**src/rtl/uart_mmio_ctrl_pkg.sv**
```systemverilog
// Shared definitions for the uart MMIO controller.
// Holds the register map codes, STATUS/CONTROL bit positions,
// the TX/RX state encodings and a helper that assembles the STATUS word.
package uart_mmio_defs;

    localparam logic [1:0] ADDR_DATA   = 2'd0;
    localparam logic [1:0] ADDR_STATUS = 2'd1;
    localparam logic [1:0] ADDR_CTRL   = 2'd2;
    localparam logic [1:0] ADDR_RSVD   = 2'd3;

    localparam int ST_RX_NONEMPTY = 0;
    localparam int ST_RX_FULL     = 1;
    localparam int ST_TX_EMPTY    = 2;
    localparam int ST_TX_FULL     = 3;
    localparam int ST_OVERRUN     = 4;
    localparam int ST_TX_ACTIVE   = 5;

    localparam int CTRL_RX_IE   = 0;
    localparam int CTRL_TX_IE   = 1;
    localparam int CTRL_OVR_CLR = 2;

    typedef enum logic [1:0] {
        T_IDLE  = 2'd0,
        T_WAITB = 2'd1,
        T_WAITD = 2'd2
    } txState_t;

    typedef enum logic {
        R_IDLE = 1'b0,
        R_CLR  = 1'b1
    } rxState_t;

    function automatic logic [31:0] packStatus(
        input logic rxNonEmpty,
        input logic rxFull,
        input logic txEmpty,
        input logic txFull,
        input logic overrun,
        input logic txActive
    );
        logic [31:0] s;
        s                 = '0;
        s[ST_RX_NONEMPTY] = rxNonEmpty;
        s[ST_RX_FULL]     = rxFull;
        s[ST_TX_EMPTY]    = txEmpty;
        s[ST_TX_FULL]     = txFull;
        s[ST_OVERRUN]     = overrun;
        s[ST_TX_ACTIVE]   = txActive;
        return s;
    endfunction

endpackage

```
**src/rtl/uart_mmio_ctrl_if.sv**
```systemverilog
// Data-memory bus view of the uart MMIO controller.
// The bus decoder (master) drives address, strobes and write data;
// the peripheral (slave) returns registered read data and its interrupt.
interface uart_mmio_ctrl_if;

    logic [1:0]  addr;
    logic        mem_write;
    logic        mem_read;
    logic [31:0] wdata;
    logic [31:0] rdata;
    logic        irq;

    modport master (
        output addr,
        output mem_write,
        output mem_read,
        output wdata,
        input  rdata,
        input  irq
    );

    modport slave (
        input  addr,
        input  mem_write,
        input  mem_read,
        input  wdata,
        output rdata,
        output irq
    );

endinterface

```
**src/rtl/uart_mmio_ctrl_byte_fifo.sv**
```systemverilog
// Small byte FIFO used for both the TX and RX paths.
// A pop on a full FIFO frees the slot, so a simultaneous push is accepted;
// a push on a full FIFO without a pop is dropped. The caller decides what
// a dropped push means (silent for TX, overrun for RX).
module byte_fifo
    import uart_mmio_defs::*;
#(
    parameter int FIFO_DEPTH = 4,
    parameter int PTR_W      = 2
) (
    input  logic       clock_50MHZ,
    input  logic       reset,
    input  logic       push,
    input  logic       pop,
    input  logic [7:0] din,
    output logic [7:0] dout,
    output logic       full,
    output logic       empty
);

    localparam logic [PTR_W:0]   DEPTH_CNT = (PTR_W + 1)'(FIFO_DEPTH);
    localparam logic [PTR_W:0]   CNT_ONE   = (PTR_W + 1)'(1);
    localparam logic [PTR_W-1:0] PTR_ONE   = PTR_W'(1);

    logic [7:0]       mem_q [FIFO_DEPTH];
    logic [PTR_W-1:0] wrPtr_q, wrPtr_d;
    logic [PTR_W-1:0] rdPtr_q, rdPtr_d;
    logic [PTR_W:0]   count_q, count_d;
    logic             pushEn;
    logic             popEn;

    assign full   = (count_q == DEPTH_CNT);
    assign empty  = (count_q == '0);
    assign popEn  = pop && !empty;
    assign pushEn = push && (!full || popEn);
    assign dout   = mem_q[rdPtr_q];

    // Next pointer and occupancy values; pointers wrap naturally at the depth.
    always_comb begin
        wrPtr_d = wrPtr_q;
        rdPtr_d = rdPtr_q;
        count_d = count_q;
        if (pushEn) begin
            wrPtr_d = wrPtr_q + PTR_ONE;
        end
        if (popEn) begin
            rdPtr_d = rdPtr_q + PTR_ONE;
        end
        if (pushEn && !popEn) begin
            count_d = count_q + CNT_ONE;
        end else if (popEn && !pushEn) begin
            count_d = count_q - CNT_ONE;
        end
    end

    // Pointer and count registers; reset empties the FIFO.
    always_ff @(posedge clock_50MHZ or posedge reset) begin
        if (reset) begin
            wrPtr_q <= '0;
            rdPtr_q <= '0;
            count_q <= '0;
        end else begin
            wrPtr_q <= wrPtr_d;
            rdPtr_q <= rdPtr_d;
            count_q <= count_d;
        end
    end

    // Storage array; contents need no reset since occupancy guards every read.
    always_ff @(posedge clock_50MHZ) begin
        if (pushEn) begin
            mem_q[wrPtr_q] <= din;
        end
    end

endmodule

```
**src/rtl/uart_mmio_ctrl.sv**
```systemverilog
// Memory-mapped uart front end for the MIPS32 core.
// CPU writes to DATA are queued and handed to the uart one byte at a time
// with a din/enable handshake gated by tx_busy. Received bytes flagged by
// rdy are captured into an RX FIFO and acknowledged with a rdy_clr pulse.
module uart_mmio_ctrl
    import uart_mmio_defs::*;
#(
    parameter int FIFO_DEPTH = 4,
    parameter int PTR_W      = 2
) (
    input  logic                  clock_50MHZ,
    input  logic                  reset,
    uart_mmio_ctrl_if.slave       bus,
    output logic [7:0]            uart_din,
    output logic                  uart_enable,
    input  logic                  uart_tx_busy,
    input  logic                  uart_rdy,
    input  logic [7:0]            uart_dout,
    output logic                  uart_rdy_clr
);

    txState_t    txState_q;
    rxState_t    rxState_q;
    logic [7:0]  uartDin_q;
    logic        uartEnable_q;
    logic        rdyClr_q;
    logic        overrun_q;
    logic        rxIe_q;
    logic        txIe_q;
    logic [31:0] rdata_q;
    logic [31:0] readWord_d;

    logic        rdAccess;
    logic        dataWrite;
    logic        dataRead;
    logic        ctrlWrite;

    logic        txPush;
    logic        txPop;
    logic [7:0]  txDout;
    logic        txFull;
    logic        txEmpty;
    logic        txActive;

    logic        rxPush;
    logic        rxPop;
    logic [7:0]  rxDout;
    logic        rxFull;
    logic        rxEmpty;
    logic        rxOverflow;

    logic        unusedWdata;

    assign unusedWdata = ^bus.wdata[31:8];

    assign rdAccess  = bus.mem_read && !bus.mem_write;
    assign dataWrite = bus.mem_write && (bus.addr == ADDR_DATA);
    assign dataRead  = rdAccess && (bus.addr == ADDR_DATA);
    assign ctrlWrite = bus.mem_write && (bus.addr == ADDR_CTRL);

    assign txPush   = dataWrite;
    assign txPop    = (txState_q == T_IDLE) && !txEmpty && !uart_tx_busy;
    assign txActive = (txState_q != T_IDLE);

    assign rxPush     = (rxState_q == R_IDLE) && uart_rdy;
    assign rxPop      = dataRead && !rxEmpty;
    assign rxOverflow = rxPush && rxFull && !rxPop;

    assign uart_din     = uartDin_q;
    assign uart_enable  = uartEnable_q;
    assign uart_rdy_clr = rdyClr_q;
    assign bus.rdata    = rdata_q;
    assign bus.irq      = (rxIe_q && !rxEmpty) || (txIe_q && txEmpty);

    byte_fifo #(
        .FIFO_DEPTH (FIFO_DEPTH),
        .PTR_W      (PTR_W)
    ) txFifo (
        .clock_50MHZ (clock_50MHZ),
        .reset       (reset),
        .push        (txPush),
        .pop         (txPop),
        .din         (bus.wdata[7:0]),
        .dout        (txDout),
        .full        (txFull),
        .empty       (txEmpty)
    );

    byte_fifo #(
        .FIFO_DEPTH (FIFO_DEPTH),
        .PTR_W      (PTR_W)
    ) rxFifo (
        .clock_50MHZ (clock_50MHZ),
        .reset       (reset),
        .push        (rxPush),
        .pop         (rxPop),
        .din         (uart_dout),
        .dout        (rxDout),
        .full        (rxFull),
        .empty       (rxEmpty)
    );

    // Read-data mux; a combined read+write or an unused address returns zero.
    always_comb begin
        readWord_d = '0;
        if (rdAccess) begin
            case (bus.addr)
                ADDR_DATA:   readWord_d = rxEmpty ? 32'd0 : {24'd0, rxDout};
                ADDR_STATUS: readWord_d = packStatus(!rxEmpty, rxFull, txEmpty,
                                                     txFull, overrun_q, txActive);
                ADDR_CTRL:   readWord_d = {30'd0, txIe_q, rxIe_q};
                ADDR_RSVD:   readWord_d = '0;
                default:     readWord_d = '0;
            endcase
        end
    end

    // Registered read data, presented the cycle after the read strobe.
    always_ff @(posedge clock_50MHZ or posedge reset) begin
        if (reset) begin
            rdata_q <= '0;
        end else begin
            rdata_q <= readWord_d;
        end
    end

    // Interrupt enables and the sticky overrun flag; a new overrun beats a clear.
    always_ff @(posedge clock_50MHZ or posedge reset) begin
        if (reset) begin
            rxIe_q    <= 1'b0;
            txIe_q    <= 1'b0;
            overrun_q <= 1'b0;
        end else begin
            if (ctrlWrite) begin
                rxIe_q <= bus.wdata[CTRL_RX_IE];
                txIe_q <= bus.wdata[CTRL_TX_IE];
            end
            if (rxOverflow) begin
                overrun_q <= 1'b1;
            end else if (ctrlWrite && bus.wdata[CTRL_OVR_CLR]) begin
                overrun_q <= 1'b0;
            end
        end
    end

    // TX sequencer: launch one byte, then track the uart's busy rise and fall.
    always_ff @(posedge clock_50MHZ or posedge reset) begin
        if (reset) begin
            txState_q    <= T_IDLE;
            uartDin_q    <= '0;
            uartEnable_q <= 1'b0;
        end else begin
            uartEnable_q <= 1'b0;
            case (txState_q)
                T_IDLE: begin
                    if (txPop) begin
                        uartDin_q    <= txDout;
                        uartEnable_q <= 1'b1;
                        txState_q    <= T_WAITB;
                    end
                end
                T_WAITB: begin
                    if (uart_tx_busy) begin
                        txState_q <= T_WAITD;
                    end
                end
                T_WAITD: begin
                    if (!uart_tx_busy) begin
                        txState_q <= T_IDLE;
                    end
                end
                default: txState_q <= T_IDLE;
            endcase
        end
    end

    // RX sequencer: capture once per rdy, acknowledge, then wait for rdy to drop.
    always_ff @(posedge clock_50MHZ or posedge reset) begin
        if (reset) begin
            rxState_q <= R_IDLE;
            rdyClr_q  <= 1'b0;
        end else begin
            rdyClr_q <= 1'b0;
            case (rxState_q)
                R_IDLE: begin
                    if (uart_rdy) begin
                        rdyClr_q  <= 1'b1;
                        rxState_q <= R_CLR;
                    end
                end
                R_CLR: begin
                    if (!uart_rdy) begin
                        rxState_q <= R_IDLE;
                    end
                end
                default: rxState_q <= R_IDLE;
            endcase
        end
    end

endmodule

```
**src/flat_wrapper.sv**
```systemverilog
// flat-port wrapper written by rule: the top's interface ports become plain ports
module uart_mmio_ctrl_flat import uart_mmio_defs::*;
#(
    parameter int FIFO_DEPTH = 4,
    parameter int PTR_W      = 2
)
  (clock_50MHZ, reset, uart_din, uart_enable, uart_tx_busy, uart_rdy, uart_dout, uart_rdy_clr, bus_addr, bus_mem_write, bus_mem_read, bus_wdata, bus_rdata, bus_irq);
  uart_mmio_ctrl_if bus_i ();
  input  logic clock_50MHZ;
  input  logic reset;
  output logic [7:0] uart_din;
  output logic uart_enable;
  input  logic uart_tx_busy;
  input  logic uart_rdy;
  input  logic [7:0] uart_dout;
  output logic uart_rdy_clr;
  input wire logic [$bits(bus_i.addr)-1:0] bus_addr;
  input wire logic [$bits(bus_i.mem_write)-1:0] bus_mem_write;
  input wire logic [$bits(bus_i.mem_read)-1:0] bus_mem_read;
  input wire logic [$bits(bus_i.wdata)-1:0] bus_wdata;
  output wire logic [$bits(bus_i.rdata)-1:0] bus_rdata;
  output wire logic [$bits(bus_i.irq)-1:0] bus_irq;
  assign bus_i.addr = bus_addr;
  assign bus_i.mem_write = bus_mem_write;
  assign bus_i.mem_read = bus_mem_read;
  assign bus_i.wdata = bus_wdata;
  assign bus_rdata = bus_i.rdata;
  assign bus_irq = bus_i.irq;
  uart_mmio_ctrl #(.FIFO_DEPTH(FIFO_DEPTH), .PTR_W(PTR_W)) u_core (.clock_50MHZ(clock_50MHZ), .reset(reset), .bus(bus_i), .uart_din(uart_din), .uart_enable(uart_enable), .uart_tx_busy(uart_tx_busy), .uart_rdy(uart_rdy), .uart_dout(uart_dout), .uart_rdy_clr(uart_rdy_clr));
endmodule
```
**config.mk**
```make
export PLATFORM = sky130hd
export DESIGN_NAME = uart_mmio_ctrl_flat
export DESIGN_NICKNAME = d
export VERILOG_FILES = /design/src/rtl/uart_mmio_ctrl_pkg.sv /design/src/rtl/uart_mmio_ctrl_if.sv /design/src/rtl/uart_mmio_ctrl_byte_fifo.sv /design/src/rtl/uart_mmio_ctrl.sv /design/src/flat_wrapper.sv
export SDC_FILE = /design/constraint.sdc
export NUM_CORES = 1
export LEC_CHECK = 0
export ABC_AREA = 1
export CAP_MARGIN = 20
export CELL_PAD_IN_SITES_DETAIL_PLACEMENT = 1
export CELL_PAD_IN_SITES_GLOBAL_PLACEMENT = 1
export CORE_ASPECT_RATIO = 2
export CORE_MARGIN = 3
export CORE_UTILIZATION = 37
export CTS_BUF_LIST = sky130_fd_sc_hd__clkbuf_4
export CTS_CLUSTER_DIAMETER = 80
export CTS_CLUSTER_SIZE = 30
export DETAILED_ROUTE_END_ITERATION = 7
export PLACE_DENSITY = 0.85
export SETUP_SLACK_MARGIN = 0.1
export SLEW_MARGIN = 10
export SYNTH_ARGS = -nofsm -noshare
export SYNTH_HDL_FRONTEND = slang
export SYNTH_SLANG_ARGS = --single-unit
```
**constraint.sdc**
```tcl
create_clock -name clock_50MHZ -period 2 [get_ports clock_50MHZ]
set_clock_uncertainty 0.1 [all_clocks]
set_input_delay 0.3 -clock clock_50MHZ [delete_from_list [all_inputs] [get_ports clock_50MHZ]]
set_output_delay 0.3 -clock clock_50MHZ [all_outputs]
set_load 0.05 [all_outputs]
```
Word-level counts from Yosys, hierarchy flattened
Memories as Yosys holds them, arrays and structs flattened. A register that Yosys moved wholly into a read port is not among the register bits. Index checks and enable logic that the tools add are counted.

Flip-flop bits (word level): 54. Bits in writable memories: 64. Input port bits: 48. Output and inout bits: 43. Logic and storage cells: 101. Memories: 2.

Add/sub/neg operators: 8. Equal/unequal tests: 10. Mux-type cells: 21. Bitwise operators: 1. Reduce and logical (&&, ||, !) cells: 45.

Memories: u_core.rxFifo.mem_q (depth 4, width 8, rd ports 1, clocked after memory_dff 0, write ports 1, line uart_mmio_ctrl_byte_fifo.sv:25) `logic [7:0] mem_q [FIFO_DEPTH];`; u_core.txFifo.mem_q (depth 4, width 8, rd ports 1, clocked after memory_dff 1, write ports 1, line uart_mmio_ctrl_byte_fifo.sv:25).

Operators by type and width (number): $pmux 32 s4 (1); $mux 32 (1); $logic_and 1x1->1 (21); $mux 3 (4); $logic_not 1->1 (11); $mux 1 (10); $add 2x1->2 const B (4); $mux 8 (1); $reduce_bool 2->1 (4); $add 3x1->3 const B (2); $eq 2x2->1 const B (3); $eq 3x3->1 const B (2); $logic_not 3->1 (2); $mux 2 (3); $ne 2x2->1 const B (3); $pmux 2 s3 (1); $sub 3x1->3 const B (2); $eq 2x1->1 const B (2); $logic_not 2->1 (2); $logic_or 1x1->1 (3); $reduce_and 3->1 (1); $reduce_and 2->1 (1); $not 1->1 (1).

Depth between registers and ports, before layout
Gate-level depths: netlist of the first run.

Depth after elaboration: 11. Depth in mapped cells: 14. Depth with buffers taken out: 14.

Modules after synthesis
Synthesis of the first run repeated with hierarchy kept, for this count alone.

Cell total of the unflattened synthesis: 441. Area, all modules: 4635.7 um2.

By module, submodules not included: byte_fifo (instances 2, cells an instance 148, area each 1707.9 um2, seq. area each 1136.1 um2); uart_mmio_ctrl (instances 1, cells an instance 145, area each 1219.9 um2, seq. area each 600.6 um2).

Worst setup path before layout of the first run
Ideal clock, no wire load.

Path kind: flip-flop to flip-flop. From: reg u_core.txState_q[1]. To: reg u_core.txFifo.count_q[2]. Setup time: 79 ps. Data arrival time: 1931 ps. Required time: 1821 ps. Path slack: -110 ps. Stages on the path, launching flop included: 12. Path buffers: 0. Period minus slack after synthesis: 2110 ps. Cells stage by stage: dfrtp_1 -> nor2_4 -> nand2_1 -> nand2_1 -> nand2_2 -> inv_1 -> ha_1 -> inv_1 -> fa_1 -> or2_2 -> nand2_1 -> xor2_1.

Cells in the longest elaborated chain, start to end: 9. Elaborated cells between the ends (all ways): 12. Classes of those cells: mux (1); reduce/logical (11).

RTL lines: start: declaration (line uart_mmio_ctrl.sv:22) `txState_t txState_q;`; start signal: assignment (line uart_mmio_ctrl.sv:149) `txState_q <= T_IDLE;`; start signal: assignment (line uart_mmio_ctrl.sv:159) `txState_q <= T_WAITB;`; start signal: assignment (line uart_mmio_ctrl.sv:164) `txState_q <= T_WAITD;`; $logic_not 2->1 * (line uart_mmio_ctrl.sv:62) `assign txPop = (txState_q == T_IDLE) && !txEmpty && !uart_tx_busy;`; $logic_and 1x1->1 * (2 in a row) (line uart_mmio_ctrl.sv:62); $logic_and 1x1->1 * (line uart_mmio_ctrl_byte_fifo.sv:34) `assign popEn = pop && !empty;`; $logic_or 1x1->1 * (line uart_mmio_ctrl_byte_fifo.sv:35) `assign pushEn = push && (!full || popEn);`; $logic_and 1x1->1 * (line uart_mmio_ctrl_byte_fifo.sv:35); named net u_core.txFifo.pushEn (line uart_mmio_ctrl_byte_fifo.sv:29) `logic pushEn;`; $logic_not 1->1 (line uart_mmio_ctrl_byte_fifo.sv:51) `end else if (popEn && !pushEn) begin`; $logic_and 1x1->1 (line uart_mmio_ctrl_byte_fifo.sv:51); $reduce_bool 2->1 (no line); end signal: assignment (line uart_mmio_ctrl_byte_fifo.sv:65) `count_q <= count_d;`; end: declaration (line uart_mmio_ctrl_byte_fifo.sv:28) `logic [PTR_W:0] count_q, count_d;`.

The timed path passes the listed nets; every way through them passes the cells marked *. A chain may end at the register's enable or synchronous reset.

Final worst setup path of the first run
From: reg u_core.txFifo.count_q[1]. To: reg u_core.txFifo.count_q[1].

Elaborated cells between the ends (all ways): 18. Classes of those cells: add/sub (2); eq/ne (1); mux (2); reduce/logical (13).

RTL lines: $logic_not 3->1 (line uart_mmio_ctrl_byte_fifo.sv:33) `assign empty = (count_q == '0);`; $logic_not 1->1 (line uart_mmio_ctrl_byte_fifo.sv:34, uart_mmio_ctrl.sv:62); $logic_and 1x1->1 (2 in a row) (line uart_mmio_ctrl.sv:62); $logic_and 1x1->1 (line uart_mmio_ctrl_byte_fifo.sv:34); $logic_or 1x1->1 * (line uart_mmio_ctrl_byte_fifo.sv:35); $logic_and 1x1->1 * (line uart_mmio_ctrl_byte_fifo.sv:35); named net u_core.txFifo.pushEn (line uart_mmio_ctrl_byte_fifo.sv:29); $logic_and 1x1->1 * (line uart_mmio_ctrl_byte_fifo.sv:49) `if (pushEn && !popEn) begin`; $mux 3 * (line uart_mmio_ctrl_byte_fifo.sv:49); named net u_core.txFifo.count_d[1] (line uart_mmio_ctrl_byte_fifo.sv:28).

The timed path passes the listed nets; every way through them passes the cells marked *. The select of a mux whose other input is x is not followed.

==> qor.yml, run 1 <==
sta:
  slew_violations: 0
  final_hold_viol_count: 0
  setup_violations: 3
  grt_setup_unrepaired: "yes"
  fin_ws_ns: -0.06539
  slew_headroom: 0.5467
  worst_slew_pin_slew_ns: 0.6799
  period_share: 1.033
  min_period_ns: 2.065
  fmaxAchievable_mhz: 484.2
critical_path:
  worst-path-buf-inv: 3
  setup.worst_path.start: "u_core.txFifo.count_q[1]"
  critPathArrivalTime_ns: 2.34
  max_stage_delay_ns: 0.44
  path_delay_family: "adder cells"
  required_ns: 2.27
  critPathSlowestCell: "dfrtp_1"
  critical_path_class: "reg -> reg"
  crit_path_end_kind: "flop"
  worstPathCellList: "buf_4 > nor3_4 > nand2_4 > nand2_4 > inv_2 > ha_4 > inv_2 > fa_2 > mux2_4"
  r2r_start: "u_core.txFifo.count_q[1]"
  crit_path_max_fanout: 3
  start_kind: "flop"
grt:
  gr-usage-all-layers: 0.1615
  overflow: 0
  grt_first_pass_wirelength_mm: 16.97
  grt_max_degree: 39
  antenna_found_initial: 1
  grt_pass1_vias: 3436
final_layout:
  multi_input_area_um2: 1446
  final_nets: 576
  final_area_um2: 5635
  n_fill_cell: 1314
  area_growth_syn_to_layout_pct: 24.94
  regArea_um2: 2875
  drive_gt1_frac: 0.2303
flow_run:
  cap_violations: 0
die:
  initial_core_util: 0.3809
  dieWidth_um: 84.07
  num_rows: 56
  io_pins: 91
  die_area_um2: 13630
  fp.dieH_um: 162.1
  core_um2: 11840
clocking:
  cts_tree: "yes"
  cts_buffers: 9
  clkTransAtPathRegs_ns: 0.17
  cts.sinks: 102
  ctsHoldBuffers: 0
  cts.path.max_buffers: 2
  cts_root_buf: "clkbuf_4"
  clk_latency_ns: 0.46
  cts_max_level: 3
synthesis:
  synthDominantCellAreaShare: 0.4261
  synth_cell_types: 28
  yosysWarnings: 0
  synth-main-ff-cell: "edfxtp_1"
  synth_edf_count: 64
  yosysSeqAreaShare: 0.6369
  synth_area_um2: 4511
  synth_area_leaders: "edfxtp_1 43%, dfrtp_1 21%, nand2_1 7.3%, nor2_1 5.3%, buf_4 4.0%"
  avgSynthCellArea_um2: 10.79
  synth_common_cells: "88 x nand2_1, 64 x edfxtp_1, 64 x nor2_1"
  yosysMostFrequentCell: "nand2_1"
  synth.largest_area_cell: "edfxtp_1"
  yosys_register_bits: 102
  synthArstFlopShare: 0.3725
  postSynthCellCount: 418
power:
  intPower_w: 0.004232
  p_sw_frac: 0.4146
  leakagePower_nw: 2.503
  ir_drop_uv: 625.1
  p_seq_frac: 0.415
  power.density_nw_per_um2: 1283
  pwr-share-comb: 0.425
  switchingPower_w: 0.002997
  p_clk_frac: 0.160
drt:
  num_vias: 3167
  via_per_inst: 4.748
  first_pass_iters: 4
  drt_iter0_markers: 153
  routed_wl_mm: 10.72
  drc_errors: 0
  avgRoutedWirePerCell_um: 16.07
  ant_nets: 0
outcome:
  outcome: "finished with violations"
  violations: "negative setup slack"
worst_hold_path:
  hold_class: "in -> async"
placed_design:
  portBuffers: 42
  place_ws_ns: -0.5410
  place.gp.congestion: 0.7760
  placed_area_um2: 5274
  dpl.hpwl_mm: 7.653
cell usage in the layout (no fill, tap or decap), drive strengths merged, types with 3 or more instances in the layout:
| cell type | instances |
|---|---|
| clkdlybuf4s50 | 20 |
| buf | 57 |
| nor2 | 68 |
| dlymetal6s2s | 3 |
| nor3 | 4 |
| dfrtp | 38 |
| ha | 10 |
| o21ai | 32 |
| clkbuf | 9 |
| conb | 24 |
| a21oi | 9 |
| nand2 | 93 |
| dlygate4sd2 | 17 |
| nand3 | 23 |
| edfxtp | 64 |
| inv | 38 |
state kept, by name, indices dropped and copies added (netlist names), 2 cells and up:
name	flops
u_core.txFifo.count_q	3
u_core.bus.rdata	8
u_core.txState_q	2
u_core.uart_din	8
u_core.rxFifo.mem_q	32
u_core.rxFifo.count_q	3
u_core.rxFifo.wrPtr_q	2
u_core.txFifo.mem_q	32
u_core.txFifo.rdPtr_q	2
u_core.rxFifo.rdPtr_q	2
u_core.txFifo.wrPtr_q	2
what timing repair did:
action | 4_1_cts | 5_1_grt
setup buffers | 9 | 9
setup endpoints to repair | 22 | 5
pin swaps | 5 | 9
gates resized for setup | 37 | 8
worst paths after layout:
kind,slack [ns],end,cells after the start
worst min register to register,0.40,u_core.uart_din[4],2
worst max register to register,-0.07,u_core.txFifo.count_q[1],9
worst min-delay path,0.14,u_core.bus.rdata[4],3
min in group clock_50MHZ,0.19,u_core.rxState_q,1
max in group asynchronous,1.28,u_core.rxFifo.count_q[1],3
worst max-delay path,-0.07,u_core.txFifo.count_q[1],9
worst min-delay path: stages:
cell             delay, ns
clkdlybuf4s50_1       0.40
inv_1                 0.05
buf_4                 0.43
final cells by class:
type,count,share of cell area
Timing Repair Buffer,97,0.1488
Antenna cell,1,0.0004441
Inverter,34,0.02442
Sequential cell,102,0.5102
Clock buffer,9,0.01199
Tap cell,145,0.03219
Multi-Input combinational cell,272,0.2567
Clock inverter,7,0.01532
cell families (layout without fill, tap and decap cells):
kind of cell / after synthesis / count (layout) / synth area share
muxes: 2 / 2 / 0.004993
xor gates and xnor gates: 4 / 4 / 0.007768
DFF: 102 / 102 / 0.6369
and+or+nand+nor: 189 / 189 / 0.1798
buffers and inverters: 67 / 147 / 0.08765
other: 1 / 25 / 0.0008314
AOI/OAI and AO/OA: 41 / 41 / 0.04549
adders and majority gates: 12 / 12 / 0.03662
stage by stage:
step                hold slack, ns    util  setup TNS [ns]  instances  total power [W]
floorplan                   0.2314       -        -0.05774        441         0.004946
global placement            0.3617  0.4454          -5.541        632         0.005599
detailed placement          0.3706  0.4454          -9.623        632         0.005822
CTS                         0.1315  0.4681        -0.08346        657         0.007123
global route                0.1692  0.4759         -0.3379        667         0.007706
finish                      0.1359  0.4759         -0.1133        667         0.007229
power by group through the flow:
| stage | clock, W | combinational (W) | sequential (W) |
|---|---|---|---|
| final | 0.00116 | 0.00307 | 0.00300 |
| after global routing | 0.00127 | 0.00339 | 0.00305 |
| after CTS | 0.00119 | 0.00293 | 0.00300 |
| after detailed placement | 0 | 0.00279 | 0.00303 |
| after global placement | 0 | 0.00261 | 0.00299 |
| after floorplan | 0 | 0.00173 | 0.00322 |
routing by layer:
| metal | wire length (um) | vias to the layer above | GRT usage | part of all wire |
|---|---|---|---|---|
| met2 | 6437 | 64 | 0.3259 | 0.60 |
| met1 | 3731 | 1569 | 0.1549 | 0.35 |
| met3 | 325 | 20 | 0.02893 | 0.030 |
| met5 | 0 | - | 0 | 0 |
| li1 | - | 1514 | - | - |
| met4 | 226 | 0 | 0.06369 | 0.021 |
Power figures use the tool's default switching activity.
==> inputs of run 2 (changes only) <==
CELL_PAD_IN_SITES_DETAIL_PLACEMENT = not set   (was 1)
CELL_PAD_IN_SITES_GLOBAL_PLACEMENT = not set   (was 1)
CORE_UTILIZATION = 41   (was 37)
PLACE_DENSITY = 0.77   (was 0.85)
clock period = 1.7 ns   (was 2 ns; I/O delays follow)
==> run 2 against run 1 <==
Against the previous run: the run still ends with negative setup slack left; routed wire length is 20% lower; count of clock-buffer cells in the layout rose by 2; core utilization increased by 6.1 points; via count shrank 3.8%; first-iteration DRC count up 1.3%; global-route usage down 1.2 points; power up 18%; worst hold slack got worse by 0.081 ns; design area is 1.1% higher; sequential share of layout area down 0.52 points; combinational power is 20% higher; critical path type unchanged; largest cell class unchanged.
==> qor.yml, run 2 (synthesis results as in run 1) <==
outcome:
  outcome: "finished with violations"
  violations: "negative setup slack"
sta:
  fmaxAchievable_mhz: 500.7  # +3.4%
  fin_ws_ns: -0.2970  # -0.2317 ns
  period_share: 1.175  # +0.1420
  final_hold_viol_count: 0  # unchanged
  slew_violations: 0  # unchanged
  grt_setup_unrepaired: "yes"
  setup_violations: 5  # +2
  min_period_ns: 1.997  # -0.06834 ns
clocking:
  cts_max_level: 3  # unchanged
  cts_root_buf: "clkbuf_4"
  cts.sinks: 102  # unchanged
  cts_buffers: 9  # unchanged
  cts.path.max_buffers: 2  # unchanged
  cts_tree: "yes"
  clk_latency_ns: 0.44  # -0.02 ns
  clkTransAtPathRegs_ns: 0.14  # -0.03 ns
critical_path:
  critPathSlowestCell: "dfrtp_2"
  start_kind: "flop"
  worst-path-buf-inv: 2  # -1
  critical_path_class: "reg -> reg"
  crit_path_max_fanout: 3  # unchanged
  path_delay_family: "adder cells"
  max_stage_delay_ns: 0.47  # +0.03 ns
  reg2reg_depth: 8  # -1
  reg2reg_slack_ns: -0.30  # -0.23 ns
  crit_path_end_kind: "flop"
  critPathArrivalTime_ns: 2.24  # -0.10 ns
  r2r_start: "u_core.rxFifo.count_q[1]"
  r2r-end: "u_core.rxFifo.count_q[1]"
  worstPathCellList: "nor3_4 > nand2_2 > nand2_4 > inv_2 > ha_4 > inv_4 > fa_2 > mux2_4"
  required_ns: 1.94  # -0.33 ns
power:
  power_w: 0.008559  # +18%
  leakagePower_nw: 2.484  # -0.78%
  pwr-share-comb: 0.431  # +0.006
  ir_drop_uv: 918.3  # +47%
  intPower_w: 0.005275  # +25%
  power.density_nw_per_um2: 1502  # +17%
  p_clk_frac: 0.161  # about the same
  p_sw_frac: 0.3836  # -0.03095
  p_seq_frac: 0.408  # -0.007
  switchingPower_w: 0.003283  # +9.6%
worst_hold_path:
  hold_class: "in -> async"
flow_run:
  cap_violations: 0  # unchanged
die:
  fp.dieH_um: 154.3  # -4.8%
  num_rows: 53  # -5.4%
  die_area_um2: 12370  # -9.2%
  initial_core_util: 0.4251  # +0.04420
  core_um2: 10610  # -10%
  io_pins: 91  # unchanged
  dieWidth_um: 80.17  # -4.6%
grt:
  overflow: 0  # unchanged
  grt_pass1_vias: 3063  # -11%
  antenna_found_initial: 1  # unchanged
  grt_first_pass_wirelength_mm: 14.12  # -17%
  gr-usage-all-layers: 0.1497  # -0.01178
  grt_max_degree: 39  # unchanged
placed_design:
  portBuffers: 42  # unchanged
  dpl.hpwl_mm: 6.558  # -14%
  place_ws_ns: -0.6953  # -0.1543 ns
  place.gp.congestion: 0.8264  # +6.5%
drt:
  wl_met2_mm: 5.210  # -19%
  top_layer_used: "met4"
  num_vias: 3047  # -3.8%
  met3WireLength_um: 309  # -4.9%
  routed_wl_mm: 8.578  # -20%
  wl_met1_mm: 2.813  # -25%
  avgRoutedWirePerCell_um: 13.00  # -19%
  drt_iter0_markers: 155  # +1.3%
  first_pass_iters: 6  # +2
  ant_nets: 0  # unchanged
  via_per_inst: 4.617  # -2.8%
  drc_errors: 0  # unchanged
final_layout:
  drive_gt1_frac: 0.2816  # +0.05128
  n_fill_cell: 924  # -30%
  multi_input_area_um2: 1480  # +2.3%
  final_common_cell: "nand2_1"
  area_growth_syn_to_layout_pct: 26.32
  largestRegisters: "u_core.rxFifo.mem_q: 32 flops, u_core.txFifo.mem_q: 32 flops"
  regArea_um2: 2878  # about the same
  final_nets: 577  # +0.17%
  mostFrequentLayoutCells: "83 x nand2_1, 64 x edfxtp_1, 61 x buf_4, 55 x nor2_1, 34 x dfrtp_1"
-- run 2: cell types whose count changed in the layout (fill, tap and decap cells not counted), sizes merged, moves of 2 or more --
cell / before / now
dlygate4sd2: 17 / 0
inv: 38 / 35
clkdlybuf4s50: 20 / 23
buf: 57 / 75
clkbuf: 9 / 11
dlymetal6s2s: 3 / 0
-- run 2: worst min-delay path, cell delays in order --
cell and delay [ns]:
clkdlybuf4s50_1 0.40, inv_1 0.09, buf_12 0.24
-- run 2: cell type report --
class | count | area share
repair buffers | 98 | 0.1515
well taps | 137 | 0.03008
clock buffers | 11 | 0.01449
inverters | 34 | 0.02415
clock inverters | 5 | 0.01449
diodes | 1 | 0.0004392
multi-input cells | 272 | 0.2598
flip-flops and latches | 102 | 0.5051
-- run 2: worst max-delay path by stage --
stage / slack [ns] / cells after the start / to / startpoint
after detailed placement: -0.70 / 11 / u_core.txFifo.count_q[2] / bus_mem_write
after global placement: -0.65 / 10 / u_core.txFifo.count_q[2] / bus_addr[1]
final: -0.30 / 8 / u_core.rxFifo.count_q[1] / u_core.rxFifo.count_q[1]
after CTS: -0.30 / 8 / u_core.txFifo.count_q[1] / u_core.txFifo.count_q[0]
after global routing: -0.37 / 9 / u_core.rxFifo.count_q[1] / u_core.rxFifo.count_q[2]
after floorplan: -0.26 / 8 / u_core.txFifo.count_q[1] / u_core.txFifo.count_q[0]
-- run 2: power groups by stage --
stage / combinational (W) / clock, W / sequential [W]
final: 0.00369 / 0.00138 / 0.00349
after global placement: 0.00324 / 0 / 0.00348
after floorplan: 0.00204 / 0 / 0.00379
after CTS: 0.00357 / 0.00142 / 0.00349
after global routing: 0.00410 / 0.00156 / 0.00355
after detailed placement: 0.00335 / 0 / 0.00351
-- run 2: layer usage --
| metal | vias up | GRT usage |
|---|---|---|
| met5 | - | 0 |
| met4 | 0 | 0.06446 |
| li1 | 1518 | - |
| met3 | 21 | 0.02972 |
| met1 | 1437 | 0.1410 |
| met2 | 71 | 0.2955 |
-- run 2: through the flow --
| stage | area, um2 | hold slack, ns | util | std cells | setup TNS (ns) |
|---|---|---|---|---|---|
| finish | 5698 | 0.05465 | 0.5370 | 660 | -1.256 |
| global route | 5698 | 0.03256 | 0.5370 | 660 | -1.722 |
| CTS | 5594 | 0.04297 | 0.5272 | 656 | -1.327 |
| detailed placement | 5315 | 0.3671 | 0.5009 | 632 | -23.73 |
| global placement | 5315 | 0.3632 | 0.5009 | 632 | -21.75 |
| floorplan | 4677 | 0.1864 | - | 441 | -0.8607 |
-- run 2: timing repair --
action / CTS / global route
buffers inserted: 8 / 3
endpoints found under the setup margin: 21 / 63
pin swaps: 15 / 12
resized for setup: 14 / 22
hold buffers: 0 / 0
==> edit, RTL diff (flow settings as in run 2) <==
`PTR_W` is set to 2 in 3 places; all go to 1.
--- a/src/rtl/uart_mmio_ctrl_byte_fifo.sv
+++ b/src/rtl/uart_mmio_ctrl_byte_fifo.sv
@@ -6,7 +6,7 @@
     import uart_mmio_defs::*;
 #(
     parameter int FIFO_DEPTH = 4,
-    parameter int PTR_W      = 2
+    parameter int PTR_W      = 1
 ) (
     input  logic       clock_50MHZ,
     input  logic       reset,
--- a/src/rtl/uart_mmio_ctrl.sv
+++ b/src/rtl/uart_mmio_ctrl.sv
@@ -6,7 +6,7 @@
     import uart_mmio_defs::*;
 #(
     parameter int FIFO_DEPTH = 4,
-    parameter int PTR_W      = 2
+    parameter int PTR_W      = 1
 ) (
     input  logic                  clock_50MHZ,
     input  logic                  reset,
--- a/src/flat_wrapper.sv
+++ b/src/flat_wrapper.sv
@@ -2,7 +2,7 @@
 module uart_mmio_ctrl_flat import uart_mmio_defs::*;
 #(
     parameter int FIFO_DEPTH = 4,
-    parameter int PTR_W      = 2
+    parameter int PTR_W      = 1
 )
   (clock_50MHZ, reset, uart_din, uart_enable, uart_tx_busy, uart_rdy, uart_dout, uart_rdy_clr, bus_addr, bus_mem_write, bus_mem_read, bus_wdata, bus_rdata, bus_irq);
   uart_mmio_ctrl_if bus_i ();
Formal check against the unedited RTL: not equivalent (a bounded check fails within 4 cycles, from zero or initial values and one cycle with reset high).
==> edit against run 2 <==
  * Global-route usage is 1.4 points lower
  * Non-clock buffer count is 35 lower
  * Routed wire length is 43% lower
  * Count of clock-buffer cells in the layout is 1 lower
  * Clock power is 4% higher
  * Final cell count decreased by 36%
  * Design area is 37% lower
  * Worst setup slack better by 0.38 ns
  * Area after synthesis is 39% lower
  * Total power is 51% lower
  * Synthesized cell count decreased by 38%
  * Sequential cell count decreased by 38
  * Die area shrank 37%
==> edit: results (changes against run 2) <==
* Outcome: finished clean
* Crit-path max cell delay at 0.41 ns (-0.06 ns)
* GRT Overall Usage at 13.57% (-1.4 points)
* Critical path's top delay family: flip-flops
* Final #Nets at 381 (-34%)
* Ys async rst share at 50.00% (+13 points)
* Crit-path slowest cell: dfrtp_1
* Largest net degree at the start of global routing at 33 (-15%)
* Worst reg2reg setup slack at 0.21 ns (+0.51 ns)
* CP arrival at 1.27 ns (-0.97 ns)
* Post-route insts no fill at 422 (-36%)
* Top flop regs: u_core.rxFifo.mem_q: 16 flops, u_core.txFifo.mem_q: 16 flops
* Share of cells above drive strength 1 at 25.00% (-3.2 points)
* Cell count after synthesis at 260 (-38%)
* Insertion delay to the later sink of the worst-skew pair at 0.41 ns (-0.03 ns)
* Synth Area in Adders at 0.9054% (-2.8 points)
* PostCTS Resize Cnt at 5 (-9)
* Worst reg2reg path depth at 9 (+1)
* Mux cell area share after synthesis at 0% (-0.50 points)
* Post-synthesis sequential area ratio at 63.74% (about the same)
* Commonest cells post-synth: nand2_1 (61), dfrtp_1 (32), edfxtp_1 (32)
* First-pass GRT wire length at 7797 µm (-45%)
* Avg WL per Cell at 11.53 µm (-11%)
* VDD IR-drop max at 1.065 mV (+16%)
* RD Place Congestion at 0.7754 (-6.2%)
* CTS clk-pin slew, worst paths at 0.10 ns (-0.04 ns)
* Drt initial violations at 48 (-69%)
* Post-synthesis xor/xnor area fraction at 0.6338% (-0.14 points)
* Hpwl dp at 3666 µm (-44%)
* Synth Flop Type: edfxtp_1
* RR Endpoint: u_core.rxFifo.count_q[1]
* Seq. pwr at 1.84 mW (-47%)
* Post-synth EDFFs at 32 (-50%)
* P_clk at 1.43 mW (+4%)
* Area after DPL at 3267 µm² (-39%)
* Worst Setup SP: u_core.rxFifo.count_q[1]
* Postcts setup bufs at 4 (-4)
* Post-synth cell types at 24 (-14%)
* Switching share of total power at 27.99% (-10 points)
* Vias in the first global route at 1827 (-40%)
* Antenna fix cells at 0 (-1)
* Leak at 1.663 nW (-33%)
* Crit Path Max Fanout at 2 (-1)
* Post-Place Cells at 401 (-37%)
* Initial antenna violation count at 0 (-1)
* DR vias/cell at 4.415 (-4.4%)
* Top post-synthesis cells by area: edfxtp_1 (35%), dfrtp_1 (29%), nand2_1 (8.3%)
* Compound-Gate Fraction of Synth Area at 5.070% (+0.52 points)
* Pre-Repair DR Iteration Count at 4 (-2)
* # port buffers at 42 (unchanged)
-- edit: cell types whose count changed in the layout (fill, tap and decap cells not counted), moves of 8 or more --
cell and change:
nand3_1 -9, or2_2 +8, buf_4 -23, ha_1 -8, edfxtp_1 -32, buf_6 -11, nand2_1 -24, nor2_1 -44
o21ai_0 -14
-- edit: worst max path at each step --
stage / depth (start not counted) / end
global route: 4 / bus_irq
floorplan: 8 / u_core.txFifo.count_q[1]
finish: 4 / bus_irq
detailed placement: 9 / u_core.txFifo.count_q[1]
global placement: 10 / u_core.rxFifo.count_q[1]
CTS: 4 / bus_irq
-- edit: metrics by stage --
step / TNS (ns) / setup WS, ns / power, mW / utilization (%) / hold slack (ns)
after detailed placement: -1.396 / -0.1742 / 2.697 / 50.95 / 0.3711
after floorplan: 0 / 0.1569 / 2.439 / - / 0.1864
final: 0 / 0.07958 / 4.208 / 55.59 / 0.1277
after CTS: 0 / 0.02527 / 4.228 / 54.95 / 0.09920
after global placement: -0.6952 / -0.1320 / 2.678 / 50.95 / 0.3594
after global routing: -0.01694 / -0.01694 / 4.431 / 55.59 / 0.1275
-- edit: cell type report --
| type | count | area, µm² |
|---|---|---|
| clock buffers | 10 | 75.07 |
| multi-input cells | 161 | 820.8 |
| fillers | 559 | 2848 |
| clock inverters | 6 | 132.6 |
| repair buffers | 63 | 546.8 |
| flip-flops and latches | 64 | 1762 |
| inverters | 32 | 120.1 |
| well taps | 86 | 107.6 |
-- edit: layer usage --
metal / vias up / track usage (%) / wire length [µm]
li1: 931 / - / -
met5: - / 0 / 0
met4: 0 / 7.307 / 102
met2: 55 / 25.86 / 2902
met3: 7 / 4.982 / 272
met1: 870 / 11.70 / 1589
